**src/rtl/audio_capture_writer.sv**
```systemverilog
// Record path: pulls stereo pairs from the audio core ADC FIFO, mixes them to signed 16-bit mono
// and writes each sample little-endian to a byte-wide, active-low-strobed external memory.
module audio_capture_writer #(
    parameter int ADDR_W    = 22,
    parameter int MEM_BYTES = 4194304,
    parameter int WR_HOLD   = 3
) (
    input  logic              CLOCK_50,
    input  logic              reset_n,
    input  logic              start,
    input  logic              skip,
    output logic              busy,
    output logic              done,
    input  logic              read_ready,
    input  logic [15:0]       readdata_left,
    input  logic [15:0]       readdata_right,
    output logic              read_s,
    output logic [ADDR_W-1:0] mem_addr,
    output logic [7:0]        mem_wdata,
    output logic              mem_ce_n,
    output logic              mem_we_n
);

    localparam int HOLD_W = (WR_HOLD > 1) ? $clog2(WR_HOLD) : 1;
    localparam logic [HOLD_W-1:0] HOLD_LAST = HOLD_W'(WR_HOLD - 1);
    // One extra address bit so a capture covering the whole 2^ADDR_W space still sees its end.
    localparam logic [ADDR_W:0] END_ADDR = (ADDR_W + 1)'(MEM_BYTES);

    typedef enum logic [2:0] {
        IDLE,
        WAIT_READY,
        WAIT_ACK,
        WR_SETUP,
        WR_PULSE,
        WR_END,
        DONE
    } state_t;

    state_t state, next_state;

    logic [ADDR_W:0]     addr;
    logic [ADDR_W:0]     addr_next;
    logic                keep_toggle;
    logic                byte_msb;
    logic [HOLD_W-1:0]   hold_cnt;
    logic [15:0]         left_q;
    logic [15:0]         right_q;
    logic signed [16:0]  mix_sum;
    logic [15:0]         mono;

    assign addr_next = addr + 1'b1;
    assign mix_sum   = {left_q[15], left_q} + {right_q[15], right_q};
    assign mono      = 16'(mix_sum >>> 1);

    always_ff @(posedge CLOCK_50 or negedge reset_n) begin
        if (!reset_n) begin
            state <= IDLE;
        end else begin
            state <= next_state;
        end
    end

    always_comb begin
        next_state = state;
        case (state)
            IDLE, DONE: begin
                if (start) next_state = WAIT_READY;
            end
            WAIT_READY: begin
                if (read_ready) next_state = WAIT_ACK;
            end
            WAIT_ACK: begin
                if (!read_ready) next_state = (skip && keep_toggle) ? WAIT_READY : WR_SETUP;
            end
            WR_SETUP: next_state = WR_PULSE;
            WR_PULSE: begin
                if (hold_cnt == HOLD_LAST) next_state = WR_END;
            end
            WR_END: begin
                if (!byte_msb)                 next_state = WR_SETUP;
                else if (addr_next == END_ADDR) next_state = DONE;
                else                           next_state = WAIT_READY;
            end
            default: next_state = IDLE;
        endcase
    end

    // Memory outputs are loaded on the edge entering WR_SETUP so address and data
    // are already stable for the whole setup cycle before the strobe falls.
    always_ff @(posedge CLOCK_50 or negedge reset_n) begin
        if (!reset_n) begin
            busy        <= 1'b0;
            done        <= 1'b0;
            read_s      <= 1'b0;
            mem_addr    <= '0;
            mem_wdata   <= '0;
            mem_ce_n    <= 1'b1;
            mem_we_n    <= 1'b1;
            addr        <= '0;
            keep_toggle <= 1'b0;
            byte_msb    <= 1'b0;
            hold_cnt    <= '0;
            left_q      <= '0;
            right_q     <= '0;
        end else begin
            mem_we_n <= (next_state != WR_PULSE);
            case (state)
                IDLE, DONE: begin
                    if (start) begin
                        done        <= 1'b0;
                        busy        <= 1'b1;
                        addr        <= '0;
                        keep_toggle <= 1'b0;
                    end
                end
                WAIT_READY: begin
                    if (read_ready) begin
                        left_q  <= readdata_left;
                        right_q <= readdata_right;
                        read_s  <= 1'b1;
                    end
                end
                WAIT_ACK: begin
                    if (!read_ready) begin
                        read_s <= 1'b0;
                        if (skip) keep_toggle <= ~keep_toggle;
                        if (!(skip && keep_toggle)) begin
                            byte_msb  <= 1'b0;
                            mem_ce_n  <= 1'b0;
                            mem_addr  <= addr[ADDR_W-1:0];
                            mem_wdata <= mono[7:0];
                        end
                    end
                end
                WR_SETUP: hold_cnt <= '0;
                WR_PULSE: hold_cnt <= hold_cnt + 1'b1;
                WR_END: begin
                    addr <= addr_next;
                    if (!byte_msb) begin
                        byte_msb  <= 1'b1;
                        mem_addr  <= addr_next[ADDR_W-1:0];
                        mem_wdata <= mono[15:8];
                    end else if (addr_next == END_ADDR) begin
                        done     <= 1'b1;
                        busy     <= 1'b0;
                        mem_ce_n <= 1'b1;
                    end
                end
                default: ;
            endcase
        end
    end

endmodule

```
**config.mk**
```make
export PLATFORM = sky130hd
export DESIGN_NAME = audio_capture_writer
export DESIGN_NICKNAME = d
export VERILOG_FILES = /design/src/rtl/audio_capture_writer.sv
export SDC_FILE = /design/constraint.sdc
export NUM_CORES = 1
export LEC_CHECK = 0
export BUFFER_PORTS_ARGS = -buffer_cell sky130_fd_sc_hd__buf_2
export CAP_MARGIN = 20
export CORE_ASPECT_RATIO = 1.75
export CORE_MARGIN = 2
export CORE_UTILIZATION = 42
export DETAILED_ROUTE_END_ITERATION = 7
export GPL_TIMING_DRIVEN = 0
export SKIP_CTS_REPAIR_TIMING = 1
export SLEW_MARGIN = 20
export SYNTH_ARGS = -nofsm -noshare
export SYNTH_HDL_FRONTEND = slang
export SYNTH_SLANG_ARGS = --single-unit
export TNS_END_PERCENT = 50
```
**constraint.sdc**
```tcl
create_clock -name CLOCK_50 -period 6.6 [get_ports CLOCK_50]
set_input_delay 0.66 -clock CLOCK_50 [delete_from_list [all_inputs] [get_ports CLOCK_50]]
set_output_delay 0.66 -clock CLOCK_50 [all_outputs]
set_load 0.01 [all_outputs]
```
==> metrics.csv, run 1 <==
metric;value;unit
status;completed;
num_antenna_cells;0;
synth.distinct_cells;69;
synth-edff-count;0;
cpMaxStageDelayCell;or4b_1;
crit_buf_inv;0;
first_iter_violations;176;
cts_buffer_depth;2;
syn-num-nets;636;
grt_pass1_wl;23.4;mm
cp.depth;9;
critical_path.startpoint;addr[1]$_DFFE_PN0P_;
min_period;3.13;ns
avgSynthCellArea;9.69;sq um
crit_type;reg -> reg;
period_share;47.4;%
clk_pin_slew;0.07;ns
start_util;43.2;%
postLayoutSetupSlackWorst;3.47;ns
yosys.area.top_type;dfrtp_1;
crit_chain;ha_1 > nand2_1 > nor4_1 > xnor2_1 > or4b_1 > nor4_2 > nand2_2 > nor3_2 > or2_1;
power_density;429;nW/um^2
critPathCaptureType;register;
total_power;2.81;mW
slew_viol_final;0;
dr.pass1.iters;4;
htree_levels;3;
grt.overflow.total;0;
yosysMostFrequentCell;dfrtp_1;
r2r_cells;9;
ir_drop;0.266;mV
clock_latency;0.35;ns
hold_ws;0.262;ns
pre_cts_slack;3.50;ns
place.gp.congestion;0.886;
grt_util_all_layers;20.9;%
hold_class;in -> async;
nNetsFinal;719;
ant_nets;0;
critPathMaxStageDelay;0.51;ns
n_fill_cell;1210;
wl;14.2;mm
crit-reg2reg-capture;state[2]$_DFF_PN0_;
cp_max_fo;8;
clock_sinks;97;
grt_max_degree;56;
grt_pass1_vias;4823;
cp_top_family;simple AND/OR/NAND/NOR gates;
antenna_found_initial;0;
rrSetupSlack;3.47;ns
drive_gt1_share;23.2;%
p_leak;2.85;nW
vias_per_cell;5.49;
portBuffers;71;
hold_viol;0;
ys_top_cells_by_count;95 x dfrtp_1, 65 x o21ai_0, 58 x nand2_1;
fin_util;50.4;%
synth_area;5610;sq um
drc;0;
ys_async_sr_fraction;100;%
reg2reg_from;addr[1]$_DFFE_PN0P_;
tightest_slew;0.900;ns
core-area;13000;sq um
rsz0062_at_grt;no;
die_h;157;um
fin_skew;0.00909;ns
cts_tree;done;
cp_data_required_time;6.89;ns
ys_seq_area_share;43.3;%
cp_data_arrival_time;3.42;ns
routedWlPerCell;16.9;um
cp-endpoint;state[2]$_DFF_PN0_;
drv_cap;0;
cts_made_buffers;9;
syn_to_final_growth;16.8;%
syn_inst;579;
rows;55;
synthDominantCellAreaShare;42.4;%
setup_violations;0;
detailed_place_hpwl;10.8;mm
slew_headroom;39.6;%
critPathLaunchType;register;
max_freq;319;MHz
synth_flop_cell;dfrtp_1;
ioPinCount;72;
ys_seq_elements;97;
synthTopCellsByArea;dfrtp_1 42%, mux2_2 6.6%, o21ai_0 5.8%;
root_buffer;clkbuf_16;
fin_tns_setup;0;ns
die_w;91.4;um
vias;4604;
die-area;14300;sq um
ys_warn_count;0;
## cell usage in the layout, fill, tap and decap left out, types with 4 or more instances in the layout
master / n
a21oi_1: 22
nor2_1: 43
mux2i_1: 4
and2_1: 4
o211ai_1: 5
a211oi_1: 5
dfrtp_1: 95
clkbuf_1: 21
o21a_1: 7
inv_1: 16
buf_6: 4
o31ai_1: 6
clkbuf_8: 5
buf_1: 5
a21o_1: 8
and3_1: 5
nand4_1: 7
nor4_1: 4
mux2_2: 33
nor3_1: 11
or3_1: 4
ha_1: 19
xor2_1: 14
a31oi_1: 7
o21ai_0: 65
xnor2_1: 25
buf_2: 70
nand3_1: 16
nand2_1: 58
buf_4: 4
clkbuf_16: 9
## flip-flops by register name, summed over array words and instances, names as in the netlist, 2 cells and up
signal,cells
addr,23
state,3
hold_cnt,2
mem_wdata,8
right_q,16
left_q,16
mem_addr,22
## worst register-to-register path, stage by stage (launching register included)
cell,delay [ns]
dfrtp_1,0.48
ha_1,0.30
nand2_1,0.28
nor4_1,0.41
xnor2_1,0.19
or4b_1,0.51
nor4_2,0.44
nand2_2,0.17
nor3_2,0.17
or2_1,0.12
## worst min path at each step
stage / startpoint / endpoint / slack, ns / depth (start not counted)
after floorplan: reset_n / addr[0]$_DFFE_PN0P_ / 0.36 / 0
after global placement: mem_addr[15]$_DFFE_PN0P_ / mem_addr[15]$_DFFE_PN0P_ / 0.46 / 2
after detailed placement: done$_DFFE_PN0P_ / done$_DFFE_PN0P_ / 0.46 / 1
after CTS: reset_n / mem_addr[17]$_DFFE_PN0P_ / 0.28 / 1
after global routing: reset_n / mem_addr[17]$_DFFE_PN0P_ / 0.30 / 1
final: reset_n / mem_addr[11]$_DFFE_PN0P_ / 0.26 / 1
## layout make-up
type / count / area [sq um] / share of cell area [%]
tap: 171 / 214 / 3.26
sequential: 97 / 2430 / 37.1
inverter: 16 / 60.1 / 0.916
buffer: 37 / 255 / 3.89
timing repair buffer: 72 / 389 / 5.94
clock buffer: 11 / 233 / 3.55
multi-input combinational: 429 / 2870 / 43.8
clock inverter: 5 / 105 / 1.60
## metal layers
layer / wire, um / GRT usage (%) / vias up
met5: 0 / 0 / -
met4: 595 / 11.3 / 0
met3: 614 / 4.69 / 41
met2: 7730 / 38.9 / 114
met1: 5260 / 21.4 / 2218
li1: - / - / 2231
## cell families (layout without fill, tap and decap cells)
kind of cell | count (synthesis) | count (layout) | synth area share, %
buffers and inverters | 53 | 141 | 5.62
AND/OR/NAND/NOR | 183 | 183 | 16.6
XOR/XNOR | 39 | 39 | 6.09
AO/OA/AOI/OAI | 150 | 150 | 16.5
flip-flops | 97 | 97 | 43.3
multiplexers | 37 | 37 | 7.33
adder cells (fa/ha/maj) | 20 | 20 | 4.59
## power by group
group / switching [mW] / internal, mW
logic: 0.730 / 0.560
clock network: 0.235 / 0.371
registers: 0.122 / 0.794
total: 1.09 / 1.73
## metrics by stage
stage	std cells	cell area, sq um
floorplan	579	5610
global placement	821	6180
detailed placement	822	6220
CTS	838	6550
global route	838	6550
finish	838	6550
Note: power is estimated with default switching activity, not from simulation.
==> run 2: changes to the inputs <==
--- a/config.mk
+++ b/config.mk
@@ -5,6 +5,7 @@
 export SDC_FILE = /design/constraint.sdc
 export NUM_CORES = 1
 export LEC_CHECK = 0
+export ABC_AREA = 1
 export BUFFER_PORTS_ARGS = -buffer_cell sky130_fd_sc_hd__buf_2
 export CAP_MARGIN = 20
 export CORE_ASPECT_RATIO = 1.75
==> constraint.sdc (replaced) <==
create_clock -name CLOCK_50 -period 2.5 [get_ports CLOCK_50]
set_input_delay 0.25 -clock CLOCK_50 [delete_from_list [all_inputs] [get_ports CLOCK_50]]
set_output_delay 0.25 -clock CLOCK_50 [all_outputs]
set_load 0.01 [all_outputs]
==> run 2 against run 1 <==
Against the previous run:
- combinational power grew to 2.9 times the previous value
- total power grew to 2.8 times the previous value
- largest power group unchanged
- first-iteration DRC count grew 2.8%
- maximum frequency grew 28%
- global-route usage grew 2.5 points
- cell area shrank 1.5%
==> metrics.csv, run 2 <==
metric;value;unit;change
power_density;1200;nW/um^2;+180%
wl_met2;8.70;mm;+13%
hold_viol;0;;unchanged
ioPinCount;72;;unchanged
yosysMostFrequentCell;nand2_1;;
ys_async_sr_fraction;100;%;unchanged
drc;0;;unchanged
cpMaxStageDelayCell;nor4_1;;
synth.distinct_cells;35;;-49%
hold_class;in -> reg;;
fin_skew;0.00793;ns;-0.00116 ns
cp_data_arrival_time;2.73;ns;-0.69 ns
dr.pass1.iters;4;;unchanged
htree_levels;3;;unchanged
grt_max_degree;68;;+21%
reg_top3;addr x23, mem_addr x22;;
crit_type;reg -> reg;;
syn_inst;691;;+19%
detailed_place_hpwl;12.3;mm;+14%
cts_made_buffers;9;;unchanged
synth-edff-count;0;;unchanged
yosys.area.top_type;dfrtp_1;;
core-area;12800;sq um;-1.6%
place.gp.congestion;0.929;;+4.9%
critPathMostFrequentCell;nand2_1;;
clock_latency;0.34;ns;about the same
synth_area;5440;sq um;-3.0%
grt_util_all_layers;23.3;%;+2.5 points
mostFrequentLayoutCell;nand2_1;;
grt_pass1_vias;5252;;+8.9%
setup_violations;0;;unchanged
critPathCaptureType;register;;
ant_nets;0;;unchanged
vias_per_cell;5.23;;-4.8%
clk_pin_slew;0.07;ns;about the same
synth_flop_cell;dfrtp_1;;
grt_pass1_wl;25.5;mm;+9.0%
largest_reg_flops;23;;unchanged
cp_data_required_time;2.79;ns;-4.10 ns
syn-num-nets;748;;+18%
cts_buffer_depth;2;;unchanged
clock_sinks;97;;unchanged
status;completed;;
start_util;42.5;%;-0.63 points
die_h;155;um;-1.5%
crit_chain;ha_4 > nand3_2 > nor2_4 > buf_4 > nand2_1 > nand2_1 > nor4_1 > nand4_1 > nor2_1 > nand3_1 > nand2_1;;
drv_cap;0;;unchanged
nNetsFinal;838;;+17%
ys_warn_count;0;;unchanged
cp_max_fo;6;;-2
synthDominantCellAreaShare;43.7;%;+1.3 points
num_antenna_cells;0;;unchanged
postPlaceCellArea;6050;sq um;-2.7%
ir_drop;0.669;mV;+150%
min_period;2.45;ns;-0.683 ns
synthTopCellsByArea;dfrtp_1 44%, nand2_1 12%, mux2_2 6.2%;;
fin_tns_setup;0;ns;unchanged
max_freq;409;MHz;+28%
slew_headroom;54.4;%;+15 points
highest_layer;met4;;
ys_top_cells_by_count;171 x nand2_1, 95 x dfrtp_1, 87 x nor2_1;;
antenna_found_initial;0;;unchanged
cts_tree;done;;
rows;55;;unchanged
drive_gt1_share;19.2;%;-4.0 points
period_share;97.9;%;+50 points
regMostFlops;addr;;
stdcell_area;6460;sq um;-1.5%
p_leak;3.05;nW;+7.0%
critPathLaunchType;register;;
wl_met1;5.47;mm;+4.1%
syn_to_final_growth;18.6;%;
ys_seq_area_share;44.6;%;+1.4 points
first_iter_violations;181;;+2.8%
most-common-layout-cells;171 x nand2_1, 91 x dfrtp_1, 86 x nor2_1, 75 x buf_2, 64 x a21oi_1;;
critPathMaxStageDelay;0.62;ns;+0.11 ns
slew_viol_final;0;;unchanged
routedWlPerCell;16.2;um;-4.1%
ys_seq_elements;97;;unchanged
die_w;90.1;um;-1.5%
vias;5008;;+8.8%
avgSynthCellArea;7.88;sq um;-19%
tightest_slew;0.678;ns;-0.221 ns
die-area;13900;sq um;-2.9%
wl;15.5;mm;+9.5%
grt.overflow.total;0;;unchanged
wl_met3;425;um;-31%
fin_util;50.4;%;+0.060 points
root_buffer;clkbuf_16;;
portBuffers;71;;unchanged
-- run 2: area by class of cell --
class	instances	area, sq um
clock inverter	6	66.3
inverter	65	244
timing repair buffer	79	444
clock buffer	10	239
fill	1323	6340
tap	171	214
multi-input combinational	513	2750
sequential	97	2430
buffer	16	66.3
-- run 2: kinds of logic after synthesis --
family,count (synthesis),share of synthesized area [%]
and+or+nand+nor,329,25.3
AOI/OAI and AO/OA,130,12.8
DFF,97,44.6
buffers and inverters,81,5.70
muxes,30,6.21
adders and majority gates,20,4.74
xor gates and xnor gates,4,0.644
-- run 2: report_power, final --
group	switching [mW]	total, mW	internal (mW)
logic	2.31	3.77	1.46
registers	0.355	2.52	2.17
clock network	0.634	1.44	0.808
total	3.30	7.74	4.43
-- run 2: path summary, 6_finish.rpt --
check,start,end,slack (ns),depth (start not counted)
worst max-delay path,addr[0]$_DFFE_PN0P_,mem_ce_n$_DFFE_PN1P_,0.05,11
worst min-delay path,readdata_left[10],left_q[10]$_DFFE_PN0P_,0.13,2
worst max register to register,addr[0]$_DFFE_PN0P_,mem_ce_n$_DFFE_PN1P_,0.05,11
worst min register to register,mem_ce_n$_DFFE_PN1P_,mem_ce_n$_DFFE_PN1P_,0.47,2
max in group asynchronous,reset_n,addr[1]$_DFFE_PN0P_,1.48,3
min in group asynchronous,reset_n,addr[9]$_DFFE_PN0P_,0.35,2
-- run 2: stage by stage --
step / power (mW) / instances / worst slack, ns / hold WS [ns]
finish: 7.74 / 957 / 0.0525 / 0.129
global route: 8.43 / 957 / -0.0264 / 0.127
detailed placement: 6.33 / 934 / -0.253 / 0.150
floorplan: 5.09 / 691 / 0.505 / -0.0456
CTS: 7.79 / 950 / -0.280 / -0.220
global placement: 6.25 / 933 / -0.295 / 0.453
-- run 2: critical path, delay by kind of cell (launching register included) --
family / cells / cell delay [ns]
flops: 1 / 0.47
simple gates: 9 / 1.57
fa+ha+maj: 1 / 0.21
buf+inv: 1 / 0.13
-- run 2: layer usage --
metal	up-vias	GRT usage, %
li1	2474	-
met1	2366	22.3
met2	119	45.9
met3	49	3.02
met4	0	14.9
met5	-	0
